`src/rtl/cpu_mult_pipe.sv`:
```
// Pipelined signed/unsigned/mixed-sign multiplier returning the low or high product half; LATENCY cycles in to out.
// Backpressure: one global advance (!out_valid || out_ready) shifts every stage, and in_ready follows it combinationally.
// Optional accumulator behind `define CPU_MULT_PIPE_ACCUM_EN (adds in_acc/in_acc_clr and a 2*DATA_W running sum).
`timescale 1ns/1ps

module cpu_mult_pipe #(
    parameter int DATA_W  = 32,
    parameter int LATENCY = 2,
    parameter int TAG_W   = 5
) (
    input  logic              clk,
    input  logic              reset,
    input  logic              in_valid,
    output logic              in_ready,
    input  logic [DATA_W-1:0] in_a,
    input  logic [DATA_W-1:0] in_b,
    input  logic              in_sign_a,
    input  logic              in_sign_b,
    input  logic              in_hi,
    input  logic [TAG_W-1:0]  in_tag,
`ifdef CPU_MULT_PIPE_ACCUM_EN
    input  logic              in_acc,
    input  logic              in_acc_clr,
`endif
    output logic              out_valid,
    input  logic              out_ready,
    output logic [DATA_W-1:0] out_result,
    output logic [TAG_W-1:0]  out_tag
);

    localparam int SW = (DATA_W >= 32) ? 16 : DATA_W / 2;
    localparam int NS = DATA_W / SW;
    localparam int PW = SW + DATA_W;
    localparam int P2 = 2 * DATA_W;
    localparam int CW = DATA_W + 1;

    typedef struct packed {
        logic             hi;
        logic [TAG_W-1:0] tag;
`ifdef CPU_MULT_PIPE_ACCUM_EN
        logic             acc;
        logic             clr;
`endif
    } ctl_t;

    typedef logic [NS-1:0][PW-1:0] pp_t;

    // The (W+1)-bit signed product mod 2^2W equals the unsigned product minus
    // (b if a is negative) and (a if b is negative), both shifted up by W.
    function automatic logic [P2-1:0] sum_pp(input pp_t pp, input logic [CW-1:0] corr);
        logic [P2-1:0] s;
        s = '0;
        for (int i = 0; i < NS; i++)
            s = s + (P2'(pp[i]) << (i * SW));
        s = s - (P2'(corr) << DATA_W);
        return s;
    endfunction

    logic          advance;
    pp_t           pp_c;
    logic [CW-1:0] corr_c;
    ctl_t          ctl_in;

    logic          fin_vld;
    logic [P2-1:0] fin_prod;
    ctl_t          fin_ctl;
    logic [P2-1:0] new_sum;

    assign advance  = !out_valid || out_ready;
    assign in_ready = advance;

    always_comb begin
        for (int i = 0; i < NS; i++)
            pp_c[i] = PW'(in_a[i*SW +: SW]) * PW'(in_b);
        corr_c = ((in_sign_a && in_a[DATA_W-1]) ? CW'(in_b) : '0)
               + ((in_sign_b && in_b[DATA_W-1]) ? CW'(in_a) : '0);
    end

    always_comb begin
        ctl_in     = '0;
        ctl_in.hi  = in_hi;
        ctl_in.tag = in_tag;
`ifdef CPU_MULT_PIPE_ACCUM_EN
        ctl_in.acc = in_acc;
        ctl_in.clr = in_acc_clr;
`endif
    end

    generate
        if (LATENCY == 1) begin : g_lat1
            assign fin_vld  = in_valid;
            assign fin_prod = sum_pp(pp_c, corr_c);
            assign fin_ctl  = ctl_in;
        end else begin : g_latn
            logic          s1_vld;
            pp_t           s1_pp;
            logic [CW-1:0] s1_corr;
            ctl_t          s1_ctl;

            always_ff @(posedge clk or posedge reset) begin
                if (reset) begin
                    s1_vld  <= 1'b0;
                    s1_pp   <= '0;
                    s1_corr <= '0;
                    s1_ctl  <= '0;
                end else if (advance) begin
                    s1_vld  <= in_valid;
                    s1_pp   <= pp_c;
                    s1_corr <= corr_c;
                    s1_ctl  <= ctl_in;
                end
            end

            if (LATENCY == 2) begin : g_direct
                assign fin_vld  = s1_vld;
                assign fin_prod = sum_pp(s1_pp, s1_corr);
                assign fin_ctl  = s1_ctl;
            end else begin : g_mid
                localparam int MD = LATENCY - 2;
                logic [MD-1:0]         mid_vld;
                logic [MD-1:0][P2-1:0] mid_prod;
                ctl_t [MD-1:0]         mid_ctl;

                always_ff @(posedge clk or posedge reset) begin
                    if (reset) begin
                        mid_vld  <= '0;
                        mid_prod <= '0;
                        mid_ctl  <= '0;
                    end else if (advance) begin
                        mid_vld[0]  <= s1_vld;
                        mid_prod[0] <= sum_pp(s1_pp, s1_corr);
                        mid_ctl[0]  <= s1_ctl;
                        for (int k = 1; k < MD; k++) begin
                            mid_vld[k]  <= mid_vld[k-1];
                            mid_prod[k] <= mid_prod[k-1];
                            mid_ctl[k]  <= mid_ctl[k-1];
                        end
                    end
                end

                assign fin_vld  = mid_vld[MD-1];
                assign fin_prod = mid_prod[MD-1];
                assign fin_ctl  = mid_ctl[MD-1];
            end
        end
    endgenerate

`ifdef CPU_MULT_PIPE_ACCUM_EN
    logic [P2-1:0] acc_q;
    logic [P2-1:0] out_sum;
    logic [P2-1:0] acc_base;
    logic          out_acc;

    // The op leaving this cycle commits its sum in the same edge, so a
    // back-to-back accumulate must build on that sum rather than on acc_q.
    always_comb begin
        acc_base = (out_valid && out_ready && out_acc) ? out_sum : acc_q;
        new_sum  = fin_prod;
        if (fin_ctl.acc)
            new_sum = (fin_ctl.clr ? '0 : acc_base) + fin_prod;
    end

    always_ff @(posedge clk or posedge reset) begin
        if (reset) begin
            acc_q   <= '0;
            out_sum <= '0;
            out_acc <= 1'b0;
        end else begin
            if (out_valid && out_ready && out_acc)
                acc_q <= out_sum;
            if (advance) begin
                out_sum <= new_sum;
                out_acc <= fin_vld && fin_ctl.acc;
            end
        end
    end
`else
    assign new_sum = fin_prod;
`endif

    always_ff @(posedge clk or posedge reset) begin
        if (reset) begin
            out_valid  <= 1'b0;
            out_result <= '0;
            out_tag    <= '0;
        end else if (advance) begin
            out_valid  <= fin_vld;
            out_result <= fin_ctl.hi ? new_sum[P2-1:DATA_W] : new_sum[DATA_W-1:0];
            out_tag    <= fin_ctl.tag;
        end
    end

endmodule
```
`config.mk`:
```
export PLATFORM = sky130hd
export DESIGN_NAME = cpu_mult_pipe
export DESIGN_NICKNAME = d
export VERILOG_FILES = /design/src/rtl/cpu_mult_pipe.sv
export SDC_FILE = /design/constraint.sdc
export NUM_CORES = 2
export LEC_CHECK = 0
export CORE_MARGIN = 1.5
export CORE_UTILIZATION = 60
export CTS_CLUSTER_SIZE = 10
export DETAILED_ROUTE_END_ITERATION = 16
export PLACE_DENSITY = 0.84
export SLEW_MARGIN = 15
export SYNTH_ARGS = -nofsm -noshare
export SYNTH_HDL_FRONTEND = slang
export SYNTH_SLANG_ARGS = --single-unit
export TNS_END_PERCENT = 10
```
`constraint.sdc`:
```
create_clock -name clk -period 8.6 [get_ports clk]
set_clock_uncertainty 0.05 [all_clocks]
set_input_delay 0.86 -clock clk [delete_from_list [all_inputs] [get_ports clk]]
set_output_delay 0.86 -clock clk [all_outputs]
set_load 0.02 [all_outputs]
```
Word level (Yosys, flattened, before mapping)
Cells that the tools add are included.
{"block": "op_classes", "addsub": 3, "mul": 2, "muxes": 3, "reduce_logical": 4}
{"operator": "$mul A16 B32 Y48", "count": 2}
{"operator": "$mux W32", "count": 3}
{"operator": "$add A48 B64 Y64", "count": 1}
{"operator": "$sub A64 B64 Y64", "count": 1}
{"operator": "$add A32 B32 Y32", "count": 1}
{"operator": "$logic_and A1 B1 Y1", "count": 2}
{"operator": "$logic_not A1 Y1", "count": 1}
{"operator": "$logic_or A1 B1 Y1", "count": 1}
{"block": "word_totals", "reg_bits": 173, "input_bits": 76, "wordCells": 21}

Depth between registers and ports, before layout
{"block": "logic_depth", "ltp_word": 3, "depth_mapped": 25, "ltp_nobuf": 24}

Worst setup path before layout
OpenSTA, ideal clock, no wires.
{"block": "synth_path", "path_kind": "input to register", "from": "input in_b[7]", "to": "register g_latn.s1_pp[41] (netlist name)", "setup_time_ns": 0.137, "arrival_ns": 6.697, "setup_slack_ns": 1.716, "cell_stages": 24, "cell_sequence": "clkbuf_1 -> nand2_1 -> fa_1 -> inv_1 -> fa_1 -> inv_1 -> fa_1 -> inv_1 -> fa_1 -> fa_1 -> inv_1 -> fa_1 -> inv_1 -> ha_1 -> a21o_1 -> a211o_1 -> o22a_1 -> a41oi_2 -> o21ai_2 -> a211oi_2 -> o31ai_2 -> a41oi_1 -> xor2_1 -> a21oi_1"}
{"block": "synth_via", "elab_chain_cells": 1}
{"element": "from (decl)", "line": "16", "source": "input logic [DATA_W-1:0] in_b,"}
{"element": "$mul A16 B32 Y48", "line": "74", "source": "pp_c[i] = PW'(in_a[i*SW +: SW]) * PW'(in_b);"}
{"element": "to (signal assigned)", "line": "108", "source": "s1_pp <= pp_c;"}
{"element": "to (decl)", "line": "96", "source": "pp_t s1_pp;"}
Every way passes these cells.
A chain may end at the register's enable or synchronous reset.

Final worst setup path
{"block": "layout_path", "from": "input in_a[20]", "to": "register g_latn.s1_pp[88] (netlist name)"}
{"block": "layout_via", "elab_chain_cells": 1}
{"element": "from (decl)", "line": "15", "source": "input logic [DATA_W-1:0] in_a,"}
{"element": "$mul A16 B32 Y48", "line": "74"}
Every way passes these cells.

==> flow_metrics.tcl <==
set metrics [dict create \
    overflow 0 \
    place_ws_ns 0.408 \
    io_buffers 114 \
    dp.final_hpwl_um 102000 \
    synth_area_per_cell_um2 8.48 \
    cp.arrival_ns 8.08 \
    antenna_found_initial 3 \
    fin_crit_ns 7.79 \
    detail_route.vias_per_cell 5.89 \
    cap_violations 0 \
    synthCells 5326 \
    rsz0062_at_grt "false" \
    worstMarginPinSlew_ns 1.03 \
    startpoint "in_a[20]" \
    first_global_vias 39500 \
    h-tree-depth 4 \
    r2r_cells 15 \
    synth.area.mux_share_pct 0.144 \
    drt_wl_total_um 128000 \
    worstReg2RegStart "g_latn.s1_pp[32]$_DFFE_PP0P_" \
    yosysTopAreaCell "fa_1" \
    drive_gt1_share_pct 3.76 \
    setup_violations 0 \
    grt_first_pass_wirelength_um 209000 \
    synth_top_family_by_area "adder cells" \
    synthAdderAreaFrac_pct 47.9 \
    post_cts_buffers 0 \
    synth_xor_xnor_area_share_pct 3.22 \
    cts_buffers 17 \
    synth_fp_nets 6619 \
    seq_area_frac_synth_pct 9.59 \
    cpPeakStageDelay_ns 0.85 \
    setup_slack_ns 0.808 \
    run_status "finished clean" \
    grt_max_degree 101 \
    relSlewSlack_pct 31.6 \
    die_w_um 277 \
    crit_path_start_kind "input pin" \
    r2r_slack_ns 4.24 \
    fin_crit_sh_pct 90.6 \
    hold_class "flip-flop to flip-flop" \
    slowest_stage "clkdlybuf4s50_1" \
    clock_latency_ns 0.50 \
    hold_violations 0 \
    cts_resized 0 \
    grt_usage_pct 34.6 \
    synth_area_leaders "fa_1 38%, ha_1 10%, dfrtp_1 9.6%, inv_1 8.9%, nand2_1 6.8%" \
    reg2reg_to "out_result[23]$_DFFE_PP0P_" \
    ys_types 83 \
    drt_iter0_markers 3429 \
    cts_root_buf "clkbuf_16" \
    yosysWarnings 0 \
    synth_top_area_share_pct 37.8 \
    nFillCells 5920 \
    criticalPathCategory "input pin to flip-flop" \
    end_kind "flip-flop" \
    cp_max_fo 17 \
    gp_congestion 1.03 \
    core_um2 74400 \
    cp_common_cell "fa_1" \
    setup_tns_ns 0 \
    fp.dieH_um 277 \
    async_flop_share_pct 100 \
    synthSimpleGateAreaFrac_pct 17.6 \
    finalNetCount 6596 \
    dieArea_um2 76900 \
    rows 100 \
    dr.pass1.iters 8 \
    path_clk_slew_ns 0.08 \
    min_from "fin_ctl[4]$_DFFE_PP0P_" \
    syn_area_um2 45100 \
    crit_end "g_latn.s1_pp[88]$_DFFE_PP0P_" \
    clk_path_buf_depth 2 \
    placed_cells 6253 \
    pin_count 115 \
    synth-compound-area-share_pct 10.1 \
    cts_tree "yes" \
    instances_no_fill 6286 \
    num_vias 37000 \
    initial_core_util_pct 60.6 \
    synth_flop_cell "dfrtp_1" \
    synth_edf_count 0 \
    hold_buffers 0 \
    crit_required_ns 8.89 \
    cp_cell_sequence "clkdlybuf4s50_1, and2_1, fa_1, inv_1, fa_1, fa_1, inv_1, fa_1, fa_1, inv_1, fa_1, inv_1, ha_1, a21oi_1, a21oi_1, a211oi_1, nor3_1, o211ai_1, a21oi_1, o32ai_1, o21ai_0, xnor2_1, o21ai_0" \
    maxClockFrequency_ghz 0.128 \
    route.detailed.wl_per_inst_um 20.4 \
    drc 0 \
    syn2layout_area_growth_pct 6.64 \
    clock-sinks 173 \
    slew_viol_final 0 \
    ant_nets 0 \
    ys_ff_latch 173 \
]
==> cell type report <==
type	count	area (um2)	share of cell area, %
Tap cell	969	1210	2.52
Multi-Input combinational cell	3795	35700	74.2
Antenna cell	1	2.50	0.00520
Timing Repair Buffer	245	2280	4.75
Inverter	1071	4030	8.37
Sequential cell	173	4330	8.99
Clock inverter	14	150	0.312
Clock buffer	18	429	0.892
==> kinds of logic after synthesis <==
| family | after synthesis |
|---|---|
| mux | 6 |
| xor+xnor | 166 |
| compound gates | 729 |
| simple gates | 1677 |
| fa+ha+maj | 1217 |
| flops | 173 |
| buf+inv | 1358 |
==> worst max-delay path, delay by kind of cell <==
family / cells / cell delay [ns]
adders and majority gates: 7 / 3.33
AOI/OAI and AO/OA: 8 / 2.13
xor gates and xnor gates: 1 / 0.17
buffers and inverters: 5 / 1.05
and+or+nand+nor: 2 / 0.54
==> routing by layer <==
| metal | vias to the layer above | track usage, % | share of wire [%] |
|---|---|---|---|
| li1 | 16200 | - | - |
| met1 | 18200 | 44.0 | 38 |
| met2 | 2066 | 55.3 | 46 |
| met3 | 475 | 9.74 | 12 |
| met4 | 2 | 15.0 | 4.8 |
| met5 | - | 0 | 0.0039 |
==> registers in the layout, indices dropped and copies added, names as in the netlist <==
| name | flops |
|---|---|
| g_latn.s1_pp | 96 |
| g_latn.s1_corr | 32 |
| out_result | 32 |
| fin_ctl | 6 |
| out_tag | 5 |
| fin_vld | 1 |
| out_valid | 1 |
==> layout by cell type (no fill, tap or decap), types with 5 or more instances in the layout <==
master / netlist / layout
inv_1: 1069 / 1068
fa_1: 853 / 853
nand2_1: 812 / 812
and2_1: 435 / 435
ha_1: 364 / 364
a21oi_1: 255 / 255
nor2_1: 178 / 178
dfrtp_1: 173 / 173
o21ai_0: 154 / 154
buf_4: 0 / 117
clkdlybuf4s50_1: 0 / 111
a21o_1: 108 / 108
xnor2_1: 90 / 90
xor2_1: 76 / 76
and3_1: 71 / 71
nand3_1: 43 / 43
nand4_1: 32 / 32
nor3_1: 31 / 31
o21bai_1: 30 / 30
a31oi_1: 25 / 25
nor2b_1: 21 / 20
o211ai_1: 19 / 19
nand2b_1: 17 / 17
clkbuf_16: 0 / 17
a211oi_1: 16 / 16
o21ai_1: 15 / 15
buf_12: 0 / 14
o21a_1: 10 / 10
a41oi_1: 8 / 8
o31ai_1: 8 / 8
a221oi_1: 7 / 7
or3_1: 7 / 7
a221o_1: 7 / 7
inv_6: 0 / 6
and4_1: 6 / 6
a211o_1: 6 / 6
nor4_1: 6 / 6
a21boi_0: 6 / 6
mux2i_1: 5 / 5
==> per-stage QoR <==
stage / hold slack (ns) / instance area (um2) / util, %
after global placement: 0.399 / 47600 / 63.9
after floorplan: 0.380 / 45100 / -
after global routing: 0.447 / 48100 / 64.7
after detailed placement: 0.409 / 47600 / 63.9
after CTS: 0.424 / 48100 / 64.7
final: 0.416 / 48100 / 64.7
==> worst min path at each step <==
stage | end | slack (ns) | depth (start not counted)
floorplan | fin_vld$_DFFE_PP0P_ | 0.38 | 2
global placement | fin_ctl[3]$_DFFE_PP0P_ | 0.40 | 2
detailed placement | out_tag[2]$_DFFE_PP0P_ | 0.41 | 2
CTS | out_tag[4]$_DFFE_PP0P_ | 0.42 | 2
global route | fin_ctl[2]$_DFFE_PP0P_ | 0.45 | 2
finish | out_tag[4]$_DFFE_PP0P_ | 0.42 | 2
==> synthesized netlist by cell type (all sizes together), types with 71 or more instances <==
library cell / n
inv: 1070
fa: 853
nand2: 813
and2: 436
ha: 364
clkbuf: 274
a21oi: 259
nor2: 180
dfrtp: 173
o21ai: 173
a21o: 108
xnor2: 90
xor2: 76
and3: 71
Power is left out: the tool's default activity adds up to more than one toggle a clock period on the data nets, which glitch-free logic cannot reach.
